File: src/rtl/pair_sum_pkg.sv
// Shared sizing for the pair-sum datapath: input word width, memory depths and
// the pointer and sum widths derived from them.
package pair_sum_pkg;
  localparam int DATA_W  = 8;
  localparam int DEPTH_A = 8;
  localparam int DEPTH_B = DEPTH_A / 2;
  localparam int AW_A    = $clog2(DEPTH_A);
  localparam int AW_B    = AW_A - 1;
  localparam int SUM_W   = DATA_W + 1;

  typedef logic [DATA_W-1:0] word_t;
  typedef logic [SUM_W-1:0]  sum_t;
endpackage

File: src/rtl/wrap_counter.sv
// Free-running pointer that advances on inc and wraps naturally at 2**WIDTH.
module wrap_counter #(
  parameter int WIDTH = 3
) (
  input  logic             clock,
  input  logic             reset,
  input  logic             inc,
  output logic [WIDTH-1:0] q
);
  logic [WIDTH-1:0] count_reg;

  always_ff @(posedge clock or posedge reset) begin
    if (reset)
      count_reg <= '0;
    else if (inc)
      count_reg <= count_reg + 1'b1;
  end

  assign q = count_reg;
endmodule

File: src/rtl/pair_sum_datapath.sv
// Captures words into memory A, sums consecutive A pairs into memory B under
// controller strobes, and exposes B through a registered read port.
module pair_sum_datapath
  import pair_sum_pkg::*;
(
  input  logic              clock,
  input  logic              reset,
  input  logic              weA,
  input  logic              incA,
  input  logic              weB,
  input  logic              incB,
  input  logic [DATA_W-1:0] din,
  input  logic [AW_B-1:0]   rd_addr,
  output logic [SUM_W-1:0]  dout,
  output logic [AW_A-1:0]   addr_a,
  output logic [AW_B-1:0]   addr_b,
  output logic              done,
  output logic              ovf
);
  word_t              mem_a_reg [DEPTH_A];
  sum_t               mem_b_reg [DEPTH_B];
  logic [DEPTH_A-1:0] wr_a_sel;
  logic [DEPTH_B-1:0] wr_b_sel;
  word_t              pair_lo;
  word_t              pair_hi;
  sum_t               sum_reg;
  sum_t               sum_next;
  sum_t               dout_reg;
  logic               done_reg;
  logic               ovf_reg;

  wrap_counter #(.WIDTH(AW_A)) u_addr_a (
    .clock (clock),
    .reset (reset),
    .inc   (incA),
    .q     (addr_a)
  );

  wrap_counter #(.WIDTH(AW_B)) u_addr_b (
    .clock (clock),
    .reset (reset),
    .inc   (incB),
    .q     (addr_b)
  );

  generate
    for (genvar gi = 0; gi < DEPTH_A; gi++) begin : g_sel_a
      assign wr_a_sel[gi] = weA && (addr_a == AW_A'(gi));
    end
    for (genvar gi = 0; gi < DEPTH_B; gi++) begin : g_sel_b
      assign wr_b_sel[gi] = weB && (addr_b == AW_B'(gi));
    end
  endgenerate

  // Memories must clear on reset, so they are plain registers rather than RAM.
  always_ff @(posedge clock or posedge reset) begin
    if (reset) begin
      for (int i = 0; i < DEPTH_A; i++) mem_a_reg[i] <= '0;
    end else begin
      for (int i = 0; i < DEPTH_A; i++)
        if (wr_a_sel[i]) mem_a_reg[i] <= din;
    end
  end

  always_ff @(posedge clock or posedge reset) begin
    if (reset) begin
      for (int i = 0; i < DEPTH_B; i++) mem_b_reg[i] <= '0;
    end else begin
      for (int i = 0; i < DEPTH_B; i++)
        if (wr_b_sel[i]) mem_b_reg[i] <= sum_reg;
    end
  end

  assign pair_lo  = mem_a_reg[{addr_b, 1'b0}];
  assign pair_hi  = mem_a_reg[{addr_b, 1'b1}];
  assign sum_next = SUM_W'(pair_lo) + SUM_W'(pair_hi);

  // A new A word or B pointer shows up in sum_reg one edge later.
  always_ff @(posedge clock or posedge reset) begin
    if (reset) begin
      sum_reg  <= '0;
      dout_reg <= '0;
    end else begin
      sum_reg  <= sum_next;
      dout_reg <= mem_b_reg[rd_addr];
    end
  end

  // A new capture (weA) clears both flags and wins over a same-edge set.
  always_ff @(posedge clock or posedge reset) begin
    if (reset) begin
      done_reg <= 1'b0;
      ovf_reg  <= 1'b0;
    end else if (weA) begin
      done_reg <= 1'b0;
      ovf_reg  <= 1'b0;
    end else if (weB) begin
      if (addr_b == AW_B'(DEPTH_B - 1)) done_reg <= 1'b1;
      if (sum_reg[DATA_W])              ovf_reg  <= 1'b1;
    end
  end

  assign dout = dout_reg;
  assign done = done_reg;
  assign ovf  = ovf_reg;
endmodule
File: config.mk
export PLATFORM = sky130hd
export DESIGN_NAME = pair_sum_datapath
export DESIGN_NICKNAME = d
export VERILOG_FILES = /design/src/rtl/pair_sum_pkg.sv /design/src/rtl/wrap_counter.sv /design/src/rtl/pair_sum_datapath.sv
export SDC_FILE = /design/constraint.sdc
export NUM_CORES = 1
export LEC_CHECK = 0
export BUFFER_PORTS_ARGS = -buffer_cell sky130_fd_sc_hd__buf_2
export CAP_MARGIN = 20
export CORE_MARGIN = 2
export CORE_UTILIZATION = 49
export DETAILED_ROUTE_END_ITERATION = 10
export GPL_TIMING_DRIVEN = 0
export PLACE_DENSITY = 0.66
export SETUP_SLACK_MARGIN = 0.05
export SLEW_MARGIN = 20
export SYNTH_ARGS = -nofsm -noshare
export SYNTH_HDL_FRONTEND = slang
export SYNTH_HIERARCHICAL = 1
export SYNTH_SLANG_ARGS = --single-unit
export TNS_END_PERCENT = 5
File: constraint.sdc
create_clock -name clock -period 6.1 [get_ports clock]
set_input_delay 1.525 -clock clock [delete_from_list [all_inputs] [get_ports clock]]
set_output_delay 1.525 -clock clock [all_outputs]
set_load 0.05 [all_outputs]
==> results of run 1 <==
## layout make-up
class,instances,area [µm²]
Sequential cell,125,3128
Inverter,7,31.28
Clock buffer,25,494.2
Clock inverter,6,130.1
Timing Repair Buffer,29,167.7
Multi-Input combinational cell,185,2226
Fill cell,847,4423
Buffer,11,65.06
Tap cell,140,175.2
## through the flow
step / util / power [W] / instances
2_1_floorplan: - / 0.002877 / 328
3_3_place_gp: 0.5314 / 0.003218 / 496
3_5_place_dp: 0.5344 / 0.003278 / 497
4_1_cts: 0.5920 / 0.004347 / 528
5_1_grt: 0.5920 / 0.004586 / 528
6_report: 0.5920 / 0.004307 / 528
## per-layer routing
layer,up-vias,wire [µm],GRT usage,share of wire
met3,11,327,0.05868,0.033
met5,-,0,0,0
met2,37,4908,0.3003,0.50
met1,1544,4499,0.2417,0.46
li1,1330,-,-,-
met4,0,125,0.06239,0.013
## cells in the mapped netlist, drive strengths merged (3+ instances only)
master,count
dfrtp,125
mux2,101
mux4,25
buf,11
ha,9
inv,7
a21oi,6
xnor2,5
nand2,4
xor2,4
a21o,3
nand4b,3
nor2,3
nor3b,3
## where the power goes
group	leakage, nW	internal, W	switching, W
Combinational	1.02	0.000903	0.000870
Sequential	1.50	0.00127	0.000214
Clock	0.308	0.000715	0.000340
## cell families after synthesis
group,Yosys count,share of synthesized area
buffers and inverters,18,0.01677
XOR/XNOR,9,0.01448
adder cells (fa/ha/maj),10,0.02436
multiplexers,126,0.3130
AO/OA/AOI/OAI,16,0.01976
flip-flops,125,0.5744
AND/OR/NAND/NOR,24,0.03723
## final timing paths
kind / start / endpoint / slack, ns / cells after the start
worst max-delay path: u_addr_b/q[0]$_DFFE_PP0P_ / addr_b[0] / 3.34 / 1
worst min-delay path: ovf$_DFFE_PP0P_ / ovf$_DFFE_PP0P_ / 0.50 / 2
worst max register to register: u_addr_b/q[1]$_DFFE_PP0P_ / sum_reg[8]$_DFF_PP0_ / 3.36 / 8
worst min register to register: ovf$_DFFE_PP0P_ / ovf$_DFFE_PP0P_ / 0.50 / 2
max in group asynchronous: reset / mem_a_reg[44]$_DFFE_PP0P_ / 4.32 / 3
min in group asynchronous: reset / u_addr_b/q[1]$_DFFE_PP0P_ / 0.90 / 2
==> impl_metrics.json, run 1 <==
{
  "outcome": "complete, no violations",
  "drt-pass1-iter-count": 4,
  "worstPathMaxFanout": 5,
  "synth_cells": 328,
  "start_util": 0.5023,
  "clk_path_buf_depth": 2,
  "worstPathArrival_ns": 1.23,
  "grt_pass1_wl_um": 16300,
  "ys.flop_type": "dfrtp_1",
  "setup_ws_ns": 3.341,
  "antenna_found_initial": 0,
  "fin_area_um2": 6417,
  "synthesis.area_um2": 5445,
  "hold_viol": 0,
  "post_drt_wl_per_cell_um": 18.68,
  "pre_cts_slack_ns": 3.078,
  "port_buffers": 28,
  "drc": 0,
  "synth.largest_area_cell": "dfrtp_1",
  "powerDensity_nw_per_um2": 671.2,
  "antenna_left": 0,
  "die_area_um2": 11970,
  "synth_fp_nets": 354,
  "synthTopCellsByArea": "dfrtp_1 57%, mux2_2 21%, mux4_2 10%",
  "endpoint_kind": "output pin",
  "grt_util_all_layers": 0.1868,
  "finalNetCount": 402,
  "seq_area_frac_synth": 0.5744,
  "cts_setup_buffers": 0,
  "numCtsBuffers": 17,
  "dp_hpwl_um": 6265,
  "min_path_type": "reg -> reg",
  "cp_top_family": "flip-flops",
  "ys_async_sr_fraction": 1.000,
  "drt_iter0_markers": 195,
  "max_slew_margin": 0.5062,
  "io_pins": 32,
  "die_h_um": 109.4,
  "layout-drive-gt1-share": 0.5232,
  "fmax_mhz": 362.4,
  "vias": 2922,
  "final_common_cell": "dfrtp_1",
  "largest_reg_flops": 64,
  "cpPeakStageDelay_ns": 0.42,
  "antenna_cells": 0,
  "overflow": 0,
  "synth.avg_cell_area_um2": 16.60,
  "clk_pin_slew_ns": 0.05,
  "core_area_um2": 10840,
  "ctsRootBufferMaster": "clkbuf_8",
  "first_global_vias": 3046,
  "vias_per_cell": 5.534,
  "critPathBufInv": 1,
  "routed_wl_um": 9861,
  "ys_types": 36,
  "areaGrowthSynthToFinish_pct": 17.85,
  "grt_max_degree": 71,
  "synth_warnings": 6,
  "die_w_um": 109.4,
  "min_period_ns": 2.759,
  "finalSetupViolations": 0,
  "cts_hold_buf": 0,
  "cp_cell_sequence": "buf_2",
  "crit_path_start_kind": "register",
  "setup_tns_ns": 0,
  "worstSkewPairLatency_ns": 0.52,
  "final_cell_mix": "125 x dfrtp_1, 100 x mux2_2, 35 x buf_2, 25 x mux4_2, 16 x clkbuf_16",
  "worstSetupPathType": "reg -> out",
  "vdd_drop_max_uv": 315.8,
  "period_share": 0.4523,
  "cts_tree": "done",
  "synth-seq-cells": 125,
  "leakage_nw": 2.827,
  "slowest_stage": "dfrtp_1",
  "hold_slack_ns": 0.4965,
  "placed_cell_area_um2": 5793,
  "gp_routability_congestion": 0.7071,
  "worst_ep_required_time_ns": 4.58,
  "cap_violations": 0,
  "final-max-slew-violation-count": 0,
  "finClkSkew_ns": 0.008244,
  "rsz0062_at_grt": "false",
  "rows": 38,
  "synth_top_area_frac": 0.5744,
  "htree_levels": 4,
  "post_cts_resized": 0,
  "synth-edff-count": 0,
  "tightest_slew_ns": 0.7368,
  "cts.sink_count": 125
}
No activity file was read; power rests on OpenSTA's default activity.
==> inputs of run 2 (changes only) <==
Settings changed: PLACE_DENSITY 0.66 to 0.69.
Clock period 6.1 ns to 2.25 ns, I/O delays scaled along.
==> run 2 against run 1 <==
  * The run now ends with negative setup slack left
  * Cell count up 1.1%
  * Largest power group unchanged
  * Critical path depth increased by 6
  * Largest cell class unchanged
  * Register-to-register slack worse by 3.4 ns
  * Wire length fell by 1.6%
  * Critical path type is now reg -> reg
  * First-iteration DRC count is 56% lower
  * Sequential share of layout area decreased by 1.3 points
  * Clock power grew to 2.7 times the previous value
  * Combinational power increased to 3.0 times the previous value
==> impl_metrics.json, run 2 (same netlist as run 1, synthesis figures left out) <==
{
  "cts.sink_count": 125,
  "routed_wl_um": 9705,
  "start_util": 0.5023,
  "post_drt_wl_per_cell_um": 18.17,
  "vias_per_cell": 5.515,
  "grt_max_degree": 37,
  "setup_ws_ns": -0.06395,
  "leakage_nw": 2.863,
  "fin_area_um2": 6600,
  "endpoint_kind": "register",
  "vdd_drop_max_uv": 1020,
  "worst_ep_required_time_ns": 2.64,
  "rsz0062_at_grt": "true",
  "period_share": 1.028,
  "grt_util_all_layers": 0.1839,
  "drc": 0,
  "final-max-slew-violation-count": 0,
  "drt_iter0_markers": 85,
  "layout-drive-gt1-share": 0.5635,
  "drt-pass1-iter-count": 4,
  "antenna_cells": 0,
  "clk_pin_slew_ns": 0.06,
  "rows": 38,
  "powerDensity_nw_per_um2": 1845,
  "die_h_um": 109.4,
  "areaGrowthSynthToFinish_pct": 21.21,
  "finalNetCount": 407,
  "min_path_type": "in -> reg",
  "crit_path_start_kind": "register",
  "finClkSkew_ns": 0.006505,
  "overflow": 0,
  "dp_hpwl_um": 6466,
  "violations": "negative setup slack",
  "tightest_slew_ns": 0.6599,
  "largest_reg_flops": 64,
  "worstSetupPathType": "reg -> reg",
  "hold_viol": 0,
  "worstPathMaxFanout": 8,
  "ctsRootBufferMaster": "clkbuf_8",
  "grt_pass1_wl_um": 16230,
  "port_buffers": 28,
  "numCtsBuffers": 17,
  "seq_area_um2": 3129,
  "die_w_um": 109.4,
  "final_common_cell": "dfrtp_1",
  "hold_depth": 2,
  "cap_violations": 0,
  "final_cell_mix": "124 x dfrtp_1, 100 x mux2_2, 33 x buf_2, 25 x mux4_2, 16 x clkbuf_16",
  "first_global_vias": 3102,
  "antenna_left": 0,
  "r2r_cells": 7,
  "placed_cell_area_um2": 5824,
  "worstPathArrival_ns": 2.71,
  "gp_routability_congestion": 0.7289,
  "core_area_um2": 10840,
  "worstSkewPairLatency_ns": 0.51,
  "fmax_mhz": 432.2,
  "finalSetupViolations": 2,
  "vias": 2945,
  "max_slew_margin": 0.5591,
  "n_fill_cell": 805,
  "die_area_um2": 11970,
  "dp_cells": 499,
  "htree_levels": 4,
  "layout.cells.non_filler": 534,
  "multiInputGateArea_um2": 2306,
  "outcome": "complete, but fails checks",
  "min_period_ns": 2.314,
  "antenna_found_initial": 0,
  "cts_tree": "done",
  "clk_path_buf_depth": 2,
  "io_pins": 32
}
run 2: routing by layer:
layer / up-vias / wire [µm] / global-route usage
met5: - / 0 / 0
met4: 0 / 81 / 0.04611
met3: 7 / 274 / 0.05928
met2: 28 / 4951 / 0.3007
met1: 1573 / 4397 / 0.2392
li1: 1337 / - / -
run 2: metrics by stage:
stage | total power, W | utilization | hold slack, ns | TNS (ns) | setup slack, ns
3_3_place_gp | 0.008687 | 0.5317 | 0.4657 | -60.15 | -0.4919
4_1_cts | 0.01227 | 0.6084 | 0.2254 | -0.1793 | -0.06155
3_5_place_dp | 0.008873 | 0.5373 | 0.4679 | -1.780 | -0.4686
6_report | 0.01218 | 0.6088 | 0.2482 | -0.1049 | -0.06395
2_1_floorplan | 0.007800 | - | 0.3037 | -2.126 | -0.5002
5_1_grt | 0.01299 | 0.6088 | 0.2266 | -0.5599 | -0.1407
run 2: path summary, 6_finish.rpt:
check | start | to | slack [ns]
setup / recovery | u_addr_b/q[0]$_DFFE_PP0P_ | sum_reg[8]$_DFF_PP0_ | -0.06
hold / removal | incB | u_addr_b/q[0]$_DFFE_PP0P_ | 0.25
setup reg to reg | u_addr_b/q[0]$_DFFE_PP0P_ | sum_reg[8]$_DFF_PP0_ | -0.06
hold reg to reg | mem_a_reg[19]$_DFFE_PP0P_ | mem_a_reg[19]$_DFFE_PP0P_ | 0.50
max in group asynchronous | reset | mem_b_reg[22]$_DFFE_PP0P_ | 0.93
min in group asynchronous | reset | u_addr_b/q[1]$_DFFE_PP0P_ | 0.49
run 2: what timing repair did:
action	CTS	global route
endpoints found under the hold margin	5	0
hold buffers	1	0
setup buffers	2	0
gates cloned	0	0
endpoints found under the setup margin	5	5
resized for setup	22	1
pin swaps	1	0
run 2: final cells by class:
class                           instances  area share
Clock inverter                         11     0.02464
Inverter                                7    0.004550
Multi-Input combinational cell        185      0.3494
Timing Repair Buffer                   34     0.03412
Tap cell                              140     0.02654
Sequential cell                       125      0.4741
Buffer                                 11     0.01554
Clock buffer                           21     0.07109
run 2: where the power goes:
part	switching [W]	internal [W]	total, W
combinational	0.00253	0.00279	0.00532
clock	0.000937	0.00191	0.00284
sequential	0.000580	0.00343	0.00401
total	0.00405	0.00813	0.0122
run 2: critical path: stages, from the launching register on:
cell and delay [ns]:
dfrtp_2 0.42, buf_12 0.15, mux4_2 0.54, ha_4 0.20
fa_2 0.37, a21oi_4 0.16, o31ai_2 0.09, a31o_2 0.26
